[src/rtl/switch_port_pkg.sv]
// Shared definitions for the KCPSM6 switch input port: register map and
// interrupt FSM encoding.
package switch_port_pkg;

    localparam logic [7:0] REG_STATE = 8'd0;
    localparam logic [7:0] REG_FLAGS = 8'd1;
    localparam logic [7:0] REG_MASK  = 8'd2;

    typedef enum logic [0:0] {
        ST_IDLE = 1'b0,
        ST_PEND = 1'b1
    } irq_state_e;

    // Full 8-bit match; port_id wraps if base+offset overflows.
    function automatic logic [7:0] reg_addr(input logic [7:0] base, input logic [7:0] offset);
        return base + offset;
    endfunction

endpackage

[src/rtl/switch_input_port_if.sv]
// KCPSM6 I/O bus as seen by an input peripheral: address, strobes, data and
// interrupt handshake.
interface switch_input_port_if;

    logic [7:0] port_id;
    logic       read_strobe;
    logic       write_strobe;
    logic [7:0] out_port;
    logic [7:0] in_port;
    logic       interrupt;
    logic       interrupt_ack;

    modport master (
        output port_id,
        output read_strobe,
        output write_strobe,
        output out_port,
        output interrupt_ack,
        input  in_port,
        input  interrupt
    );

    modport slave (
        input  port_id,
        input  read_strobe,
        input  write_strobe,
        input  out_port,
        input  interrupt_ack,
        output in_port,
        output interrupt
    );

endinterface

[src/rtl/switch_debounce.sv]
// One switch bit: two-flop synchroniser followed by a tick-sampled debouncer
// that accepts a new level after DEBOUNCE_TICKS consecutive differing ticks.
module switch_debounce
    import switch_port_pkg::*;
#(
    parameter int unsigned DEBOUNCE_TICKS = 10
) (
    input  logic i_clk,
    input  logic i_rst,
    input  logic i_tick,
    input  logic i_raw,
    output logic o_state,
    output logic o_change
);

    localparam int unsigned CNT_W = (DEBOUNCE_TICKS > 1) ? $clog2(DEBOUNCE_TICKS) : 1;
    localparam logic [CNT_W-1:0] CNT_LAST = CNT_W'(DEBOUNCE_TICKS - 1);

    logic             r_meta;
    logic             r_sync;
    logic             r_state;
    logic [CNT_W-1:0] r_cnt;
    logic             w_differs;
    logic             w_accept;

    assign w_differs = (r_sync != r_state);
    assign w_accept  = i_tick && w_differs && (r_cnt == CNT_LAST);

    always_ff @(posedge i_clk or posedge i_rst) begin
        if (i_rst) begin
            r_meta  <= 1'b0;
            r_sync  <= 1'b0;
            r_state <= 1'b0;
            r_cnt   <= '0;
        end else begin
            r_meta <= i_raw;
            r_sync <= r_meta;
            if (i_tick) begin
                // Any agreeing tick throws away the partial count (glitch rejected).
                if (!w_differs) begin
                    r_cnt <= '0;
                end else if (w_accept) begin
                    r_state <= r_sync;
                    r_cnt   <= '0;
                end else begin
                    r_cnt <= r_cnt + 1'b1;
                end
            end
        end
    end

    assign o_state  = r_state;
    assign o_change = w_accept;

endmodule

[src/rtl/switch_input_port.sv]
// KCPSM6 input peripheral for the board switches: debounced state, W1C change
// flags, interrupt mask and a level interrupt with acknowledge handshake.
module switch_input_port
    import switch_port_pkg::*;
#(
    parameter logic [7:0]  BASE_ADDR      = 8'h00,
    parameter int unsigned TICK_DIV       = 1000,
    parameter int unsigned DEBOUNCE_TICKS = 10
) (
    input  logic                      CLK_IN,
    input  logic                      RESET_IN,
    input  logic [7:0]                SWITCHES,
    switch_input_port_if.slave        bus
);

    localparam int unsigned PRE_W = (TICK_DIV > 2) ? $clog2(TICK_DIV) : 1;
    localparam logic [PRE_W-1:0] PRE_LAST = PRE_W'(TICK_DIV - 1);

    localparam logic [7:0] ADDR_STATE = reg_addr(BASE_ADDR, REG_STATE);
    localparam logic [7:0] ADDR_FLAGS = reg_addr(BASE_ADDR, REG_FLAGS);
    localparam logic [7:0] ADDR_MASK  = reg_addr(BASE_ADDR, REG_MASK);

    logic [PRE_W-1:0] r_presc;
    logic             w_tick;
    logic [7:0]       w_sw_state;
    logic [7:0]       w_change;
    logic [7:0]       r_flags;
    logic [7:0]       r_mask;
    logic [7:0]       r_in_port;
    logic [7:0]       w_rd_data;
    logic [7:0]       w_flags_clr;
    logic             w_wr_flags;
    logic             w_wr_mask;
    logic             w_event;
    irq_state_e       r_fsm;
    irq_state_e       w_fsm_next;
    logic             w_interrupt;

    // Debounce sample prescaler
    assign w_tick = (r_presc == PRE_LAST);

    always_ff @(posedge CLK_IN or posedge RESET_IN) begin
        if (RESET_IN) begin
            r_presc <= '0;
        end else if (w_tick) begin
            r_presc <= '0;
        end else begin
            r_presc <= r_presc + 1'b1;
        end
    end

    for (genvar g = 0; g < 8; g++) begin : g_bit
        switch_debounce #(
            .DEBOUNCE_TICKS (DEBOUNCE_TICKS)
        ) u_debounce (
            .i_clk    (CLK_IN),
            .i_rst    (RESET_IN),
            .i_tick   (w_tick),
            .i_raw    (SWITCHES[g]),
            .o_state  (w_sw_state[g]),
            .o_change (w_change[g])
        );
    end

    assign w_wr_flags  = bus.write_strobe && (bus.port_id == ADDR_FLAGS);
    assign w_wr_mask   = bus.write_strobe && (bus.port_id == ADDR_MASK);
    assign w_flags_clr = w_wr_flags ? bus.out_port : 8'h00;

    // Only a fresh 0->1 flag on an enabled bit counts; stale flags never interrupt.
    assign w_event = |(w_change & ~r_flags & r_mask);

    always_ff @(posedge CLK_IN or posedge RESET_IN) begin
        if (RESET_IN) begin
            r_flags <= 8'h00;
            r_mask  <= 8'h00;
        end else begin
            r_flags <= (r_flags & ~w_flags_clr) | w_change;
            if (w_wr_mask) begin
                r_mask <= bus.out_port;
            end
        end
    end

    always_comb begin
        w_rd_data = 8'h00;
        if (bus.port_id == ADDR_STATE) begin
            w_rd_data = w_sw_state;
        end else if (bus.port_id == ADDR_FLAGS) begin
            w_rd_data = r_flags;
        end else if (bus.port_id == ADDR_MASK) begin
            w_rd_data = r_mask;
        end
    end

    always_ff @(posedge CLK_IN or posedge RESET_IN) begin
        if (RESET_IN) begin
            r_in_port <= 8'h00;
        end else begin
            r_in_port <= w_rd_data;
        end
    end

    always_ff @(posedge CLK_IN or posedge RESET_IN) begin
        if (RESET_IN) begin
            r_fsm <= ST_IDLE;
        end else begin
            r_fsm <= w_fsm_next;
        end
    end

    always_comb begin
        w_fsm_next  = r_fsm;
        w_interrupt = 1'b0;
        unique case (r_fsm)
            ST_IDLE: begin
                if (w_event) begin
                    w_fsm_next = ST_PEND;
                end
            end
            ST_PEND: begin
                w_interrupt = 1'b1;
                // A new event arriving with the ack keeps the request alive.
                if (bus.interrupt_ack && !w_event) begin
                    w_fsm_next = ST_IDLE;
                end
            end
            default: begin
                w_fsm_next = ST_IDLE;
            end
        endcase
    end

    assign bus.in_port   = r_in_port;
    assign bus.interrupt = w_interrupt;

endmodule

[src/flat_wrapper.sv]
// flat-port wrapper written by rule: the top's interface ports become plain ports
module switch_input_port_flat import switch_port_pkg::*;
#(
    parameter logic [7:0]  BASE_ADDR      = 8'h00,
    parameter int unsigned TICK_DIV       = 1000,
    parameter int unsigned DEBOUNCE_TICKS = 10
)
  (CLK_IN, RESET_IN, SWITCHES, bus_port_id, bus_read_strobe, bus_write_strobe, bus_out_port, bus_interrupt_ack, bus_in_port, bus_interrupt);
  switch_input_port_if bus_i ();
  input  logic CLK_IN;
  input  logic RESET_IN;
  input  logic [7:0] SWITCHES;
  input wire logic [$bits(bus_i.port_id)-1:0] bus_port_id;
  input wire logic [$bits(bus_i.read_strobe)-1:0] bus_read_strobe;
  input wire logic [$bits(bus_i.write_strobe)-1:0] bus_write_strobe;
  input wire logic [$bits(bus_i.out_port)-1:0] bus_out_port;
  input wire logic [$bits(bus_i.interrupt_ack)-1:0] bus_interrupt_ack;
  output wire logic [$bits(bus_i.in_port)-1:0] bus_in_port;
  output wire logic [$bits(bus_i.interrupt)-1:0] bus_interrupt;
  assign bus_i.port_id = bus_port_id;
  assign bus_i.read_strobe = bus_read_strobe;
  assign bus_i.write_strobe = bus_write_strobe;
  assign bus_i.out_port = bus_out_port;
  assign bus_i.interrupt_ack = bus_interrupt_ack;
  assign bus_in_port = bus_i.in_port;
  assign bus_interrupt = bus_i.interrupt;
  switch_input_port #(.BASE_ADDR(BASE_ADDR), .TICK_DIV(TICK_DIV), .DEBOUNCE_TICKS(DEBOUNCE_TICKS)) u_core (.CLK_IN(CLK_IN), .RESET_IN(RESET_IN), .SWITCHES(SWITCHES), .bus(bus_i));
endmodule
[config.mk]
export PLATFORM = sky130hd
export DESIGN_NAME = switch_input_port_flat
export DESIGN_NICKNAME = d
export VERILOG_FILES = /design/src/rtl/switch_port_pkg.sv /design/src/rtl/switch_input_port_if.sv /design/src/rtl/switch_debounce.sv /design/src/rtl/switch_input_port.sv /design/src/flat_wrapper.sv
export SDC_FILE = /design/constraint.sdc
export NUM_CORES = 1
export LEC_CHECK = 0
export CAP_MARGIN = 20
export CORE_MARGIN = 10
export CORE_UTILIZATION = 55
export DETAILED_ROUTE_END_ITERATION = 12
export DONT_BUFFER_PORTS = 1
export PLACE_DENSITY = 0.73
export SYNTH_ARGS = -nofsm -noshare
export SYNTH_HDL_FRONTEND = slang
export SYNTH_SLANG_ARGS = --single-unit
[constraint.sdc]
create_clock -name CLK_IN -period 2.5 [get_ports CLK_IN]
set_input_delay 0.125 -clock CLK_IN [delete_from_list [all_inputs] [get_ports CLK_IN]]
set_output_delay 0.125 -clock CLK_IN [all_outputs]
set_load 0.005 [all_outputs]
==> results of run 1 <==
[power by group]
group	internal (mW)	total (mW)	leakage (nW)	switching, mW
Clock	0.689	1.18	0.123	0.495
Sequential	1.49	1.51	1.19	0.0144
Combinational	0.0499	0.113	0.841	0.0628
Total	2.23	2.80	2.16	0.572
[worst paths after layout]
check	cells past startpoint	to	startpoint
setup / recovery	6	u_core.g_bit[2].u_debounce.r_cnt[3]$_DFFE_PP0N_	u_core.r_presc[0]$_DFF_PP0_
hold / removal	3	u_core.bus.in_port[6]$_DFF_PP0_	bus_port_id[0]
setup reg to reg	6	u_core.g_bit[2].u_debounce.r_cnt[3]$_DFFE_PP0N_	u_core.r_presc[0]$_DFF_PP0_
hold reg to reg	0	u_core.g_bit[5].u_debounce.r_sync$_DFF_PP0_	u_core.g_bit[5].u_debounce.r_meta$_DFF_PP0_
max in group asynchronous	3	u_core.g_bit[4].u_debounce.r_cnt[3]$_DFFE_PP0N_	RESET_IN
min in group asynchronous	2	u_core.g_bit[1].u_debounce.r_cnt[3]$_DFFE_PP0N_	RESET_IN
[routing by layer]
metal / track usage / vias up
li1: - / 1440
met1: 0.200 / 1479
met2: 0.240 / 63
met3: 0.0389 / 9
met4: 0.0487 / 0
met5: 0 / -
[cells in the mapped netlist (all sizes together) (3+ instances only)]
library cell / n
nand3b: 10
dfrtp: 91
a22o: 7
mux2: 16
ha: 17
o2bb2ai: 3
and3b: 5
or2: 3
nor2b: 3
xnor2: 10
nand2: 39
nor4b: 4
xor2: 6
nand2b: 3
nand4: 4
o21ai: 39
nand3: 19
nor2: 43
a21oi: 14
mux2i: 9
buf: 13
inv: 14
and2: 4
[state kept, by name (all words and copies together) (netlist names)]
signal	count
u_core.r_presc	10
u_core.g_bit.u_debounce.r_meta	8
u_core.g_bit.u_debounce.o_state	8
u_core.r_flags	8
u_core.bus.in_port	8
u_core.r_fsm	1
u_core.g_bit.u_debounce.r_cnt	32
u_core.r_mask	8
u_core.g_bit.u_debounce.r_sync	8
[what timing repair did]
item,CTS,global route
setup buffers,0,0
endpoints found under the hold margin,70,0
hold buffers,19,0
[cells in the final DEF (no fill, tap or decap), drive strengths merged, types with 3 or more instances in the layout]
master,instances
dfrtp,91
nor2,43
nand2,39
o21ai,39
nand3,19
dlygate4sd3,19
ha,17
mux2,16
a21oi,14
inv,13
clkbuf,11
xnor2,10
nand3b,10
mux2i,9
a22o,7
xor2,6
buf,6
and3b,5
and2,4
nor4b,4
nand4,4
nor2b,3
nand2b,3
o2bb2ai,3
clkinv,3
or2,3
bufinv,3
[per-stage QoR]
| stage | power, mW | std cells | worst slack (ns) | util |
|---|---|---|---|---|
| finish | 2.80 | 527 | 0.462 | 0.650 |
| global route | 2.92 | 527 | 0.339 | 0.650 |
| CTS | 2.84 | 527 | 0.429 | 0.650 |
| detailed placement | 1.62 | 492 | 0.485 | 0.592 |
| global placement | 1.62 | 492 | 0.591 | 0.592 |
| floorplan | 1.60 | 401 | 0.0114 | - |
[kinds of logic (layout without fill, tap and decap cells)]
family	Yosys count	count (layout)	share of synthesized area
muxes	25	25	0.0637
DFF	91	91	0.537
AOI/OAI and AO/OA	72	72	0.100
buffers and inverters	28	55	0.0307
adders and majority gates	17	17	0.0501
xor gates and xnor gates	16	16	0.0330
and+or+nand+nor	152	152	0.186
[area by class of cell]
type,instances,share of cell area
inverter,14,0.0112
sequential,91,0.475
clock inverter,5,0.0209
tap,99,0.0258
multi-input combinational,282,0.383
timing repair buffer,25,0.0543
clock buffer,11,0.0295
[critical path: cells and delay by family (launching register included)]
family,cells,cell delay [ns]
AOI/OAI and AO/OA,1,0.24
and+or+nand+nor,3,0.84
buffers and inverters,1,0.24
DFF,1,0.37
adders and majority gates,1,0.25
==> results.cfg, run 1 <==
[grt]
grt_pass1_vias = 3009
antenna_found_initial = 0
grt_remaining_overflow = 0
grt_pass1_wl_mm = 14.5
grtUsageTotal = 0.152
grt_max_degree = 45

[yosys]
ys_seq_area_frac = 0.537
synth_edf_count = 0
ys_top_cells_by_area = dfrtp_1, ha_1, o21ai_0, mux2_2, nor2_1
syn_avg_cell_area_um2 = 10.6
synth_ff_type = dfrtp_1
yosysWarningCount = 0
synthArstFlopShare = 1.00
ys_ff_latch = 91
syn_inst = 401
syn_nets = 447
netlist.area_leader.share = 0.537
yosys.area.top_type = dfrtp_1
synthesis.area_mm2 = 0.00424
yosysUniqueCellTypes = 44

[timing]
tightest_slew_ns = 0.751
max_slew_margin = 0.499
hold_viol = 0
fin_crit_sh = 0.815
setup_violations = 0
drv_slew = 0
skew_ns = 0.00889
setup_tns_ns = 0
fmax_mhz = 491
rsz0062_at_grt = false
min_period_ns = 2.04
worst_hold_slack_ns = 0.00859

[placed_design]
hpwl_mm = 5.63
place_congestion = 0.837
port_buffers = 0
dpl-instance-area_mm2 = 0.00436

[floorplan]
coreArea_mm2 = 0.00737
die_h_um = 108
std_cell_rows = 31
dieWidth_um = 108
dieArea_mm2 = 0.0116
start_util = 0.576
io_pins = 38

[drt]
via_count = 2991
wl_met1_mm = 3.86
wl_met2_mm = 3.79
drt_iter0_markers = 115
routed_wl_mm = 8.22
drc = 0
wl_per_cell_um = 15.6
route.met3.wl_um = 482
vias_per_cell = 5.68
firstDrtPassIters = 4
ant_nets = 0
maxUsedRoutingLayer = met4

[clock_tree]
cts.clk_slew.worst_paths_ns = 0.09
clockRootBuffer = clkbuf_8
cts_resized = 0
clock_latency_ns = 0.35
htree_levels = 3
cts_buffers = 9
cts_tree = yes
numClockSinks = 91
clk_path_buf_depth = 2

[power]
peakVddDrop_mv = 0.443
power.density_mw_per_mm2 = 585
leakage_nw = 2.16

[setup_path]
crit_type = reg2reg
arrival_ns = 2.29
critPathMaxFanout = 24
required_ns = 2.75
max_stage_delay_ns = 0.42
r2r_slack_ns = 0.46
crit_path_end_kind = flip-flop
crit_chain = ha_1 -> and4bb_1 -> nand4_2 -> buf_4 -> or3_1 -> o31ai_1
cp-start-kind = flip-flop
slowest_stage = or3_1

[cells_and_area]
multi_input_area_mm2 = 0.00184
drive_gt1_frac = 0.105
diodes = 0
finish.instance_area_mm2 = 0.00479
fillers = 604
layout.nets = 469
area_growth_pct = 12.9
seqCellArea_mm2 = 0.00228

[hold_path]
hp-class = in2reg

[job]
drv_cap = 0

[status]
status = completed
Note: power is estimated with default switching activity, not from simulation.
==> run 2, diff against run 1 <==
Settings changed: PLACE_DENSITY 0.73 to 0.7.
Clock period 2.5 ns to 2.06 ns, I/O delays scaled along.
==> run 2 against run 1 <==
Effect of this change:
- via count is the same
- first-iteration DRC count shrank 9.6%
- register-to-register slack lost 0.29 ns
- power grew 18%
- largest cell class unchanged
==> results.cfg, run 2 (synthesis gave the netlist of run 1 again) <==
[setup_path]
cp-start-kind = flip-flop
crit_path_end_kind = flip-flop
crit_type = reg2reg
required_ns = 2.34
critPathMaxFanout = 32
arrival_ns = 2.16

[clock_tree]
cts_buffers = 9
cts_tree = yes
numClockSinks = 91
cts.clk_slew.worst_paths_ns = 0.10
cts_setup_buffers = 0
clk_path_buf_depth = 2
clockRootBuffer = clkbuf_8
htree_levels = 3
clock_latency_ns = 0.36

[cells_and_area]
instances_no_fill = 530
reg.largest.list = u_core.g_bit.u_debounce.r_cnt (32), u_core.r_presc (10)
finish.instance_area_mm2 = 0.00481
layout.nets = 472
seqCellArea_mm2 = 0.00228
layout_common_cells = dfrtp_1, nor2_1, nand2_1, o21ai_0
fillers = 576
layout_commonest_cell = dfrtp_1
multi_input_area_mm2 = 0.00184
area_growth_pct = 13.4
diodes = 0
largest_register_ffs = 32
final_util = 0.653
drive_gt1_frac = 0.114
largest-register = u_core.g_bit.u_debounce.r_cnt

[grt]
grt_remaining_overflow = 0
grtUsageTotal = 0.149
grt_max_degree = 49
grt_pass1_wl_mm = 14.1
grt_pass1_vias = 2922
antenna_found_initial = 0

[timing]
min_period_ns = 1.88
rsz0062_at_grt = false
fin_ws_ns = 0.177
skew_ns = 0.00985
setup_violations = 0
fin_crit_sh = 0.914
drv_slew = 0
hold_viol = 0
worst_hold_slack_ns = 0.0134
setup_tns_ns = 0
max_slew_margin = 0.677
fmax_mhz = 531
tightest_slew_ns = 0.482

[drt]
vias_per_cell = 5.64
firstDrtPassIters = 4
ant_nets = 0
via_count = 2991
routed_wl_mm = 8.27
drc = 0
wl_per_cell_um = 15.6
drt_iter0_markers = 104

[floorplan]
dieWidth_um = 108
dieArea_mm2 = 0.0116
std_cell_rows = 31
coreArea_mm2 = 0.00737
io_pins = 38
die_h_um = 108
start_util = 0.576

[power]
power.density_mw_per_mm2 = 686
combPwrFrac = 0.042
leakage_nw = 2.16
clock_power_share = 0.404
intPower_mw = 2.57
peakVddDrop_mv = 0.454
switchingPower_mw = 0.736
switching_share = 0.223
p_total_mw = 3.30
p_seq_frac = 0.554

[placed_design]
place_congestion = 0.814
port_buffers = 0
dpl.cell_count = 495
hpwl_mm = 5.72
dpl-instance-area_mm2 = 0.00440
place_ws_ns = 0.203

[hold_path]
hp-class = in2reg

[status]
status = completed

[job]
drv_cap = 0
## run 2: routing by layer
metal / part of all wire / track usage
met1: 0.45 / 0.187
met2: 0.47 / 0.245
met5: 0 / 0
met3: 0.063 / 0.0407
met4: 0.011 / 0.0458
## run 2: power groups by stage
stage	clock network (mW)	logic [mW]	registers (mW)
global placement	0	0.103	1.87
detailed placement	0	0.105	1.87
CTS	1.37	0.141	1.83
global route	1.44	0.157	1.83
floorplan	0	0.0851	1.86
finish	1.33	0.138	1.83
## run 2: what timing repair did
action / in CTS / in global routing
hold endpoints to repair: 52 / 0
hold buffers: 19 / 0
resized for setup: 0 / 0
## run 2: area by class of cell
class,instances,area share
flip-flops and latches,91,0.473
clock inverters,7,0.0205
clock buffers,9,0.0257
multi-input cells,282,0.382
repair buffers,28,0.0614
well taps,99,0.0257
inverters,14,0.0117
## run 2: worst paths after layout
path                                                                  start                                              end  slack [ns]  cells past startpoint
worst max-delay path                            u_core.r_presc[0]$_DFF_PP0_  u_core.g_bit[2].u_debounce.r_cnt[3]$_DFFE_PP0N_        0.18                      6
worst min-delay path                                        bus_out_port[1]                      u_core.r_flags[1]$_DFF_PP0_        0.01                      2
max in group asynchronous                                          RESET_IN                      u_core.r_presc[5]$_DFF_PP0_        1.18                      3
worst min register to register  u_core.g_bit[1].u_debounce.r_meta$_DFF_PP0_      u_core.g_bit[1].u_debounce.r_sync$_DFF_PP0_        0.35                      0
min in group asynchronous                                          RESET_IN  u_core.g_bit[5].u_debounce.r_cnt[2]$_DFFE_PP0N_        0.25                      2
worst max register to register                  u_core.r_presc[0]$_DFF_PP0_  u_core.g_bit[2].u_debounce.r_cnt[3]$_DFFE_PP0N_        0.18                      6
## run 2: critical path, stage by stage (launching register included)
cell	delay, ns
dfrtp_1	0.39
ha_1	0.17
and4bb_1	0.28
nand4_2	0.15
buf_12	0.21
or3_1	0.42
o31ai_1	0.19
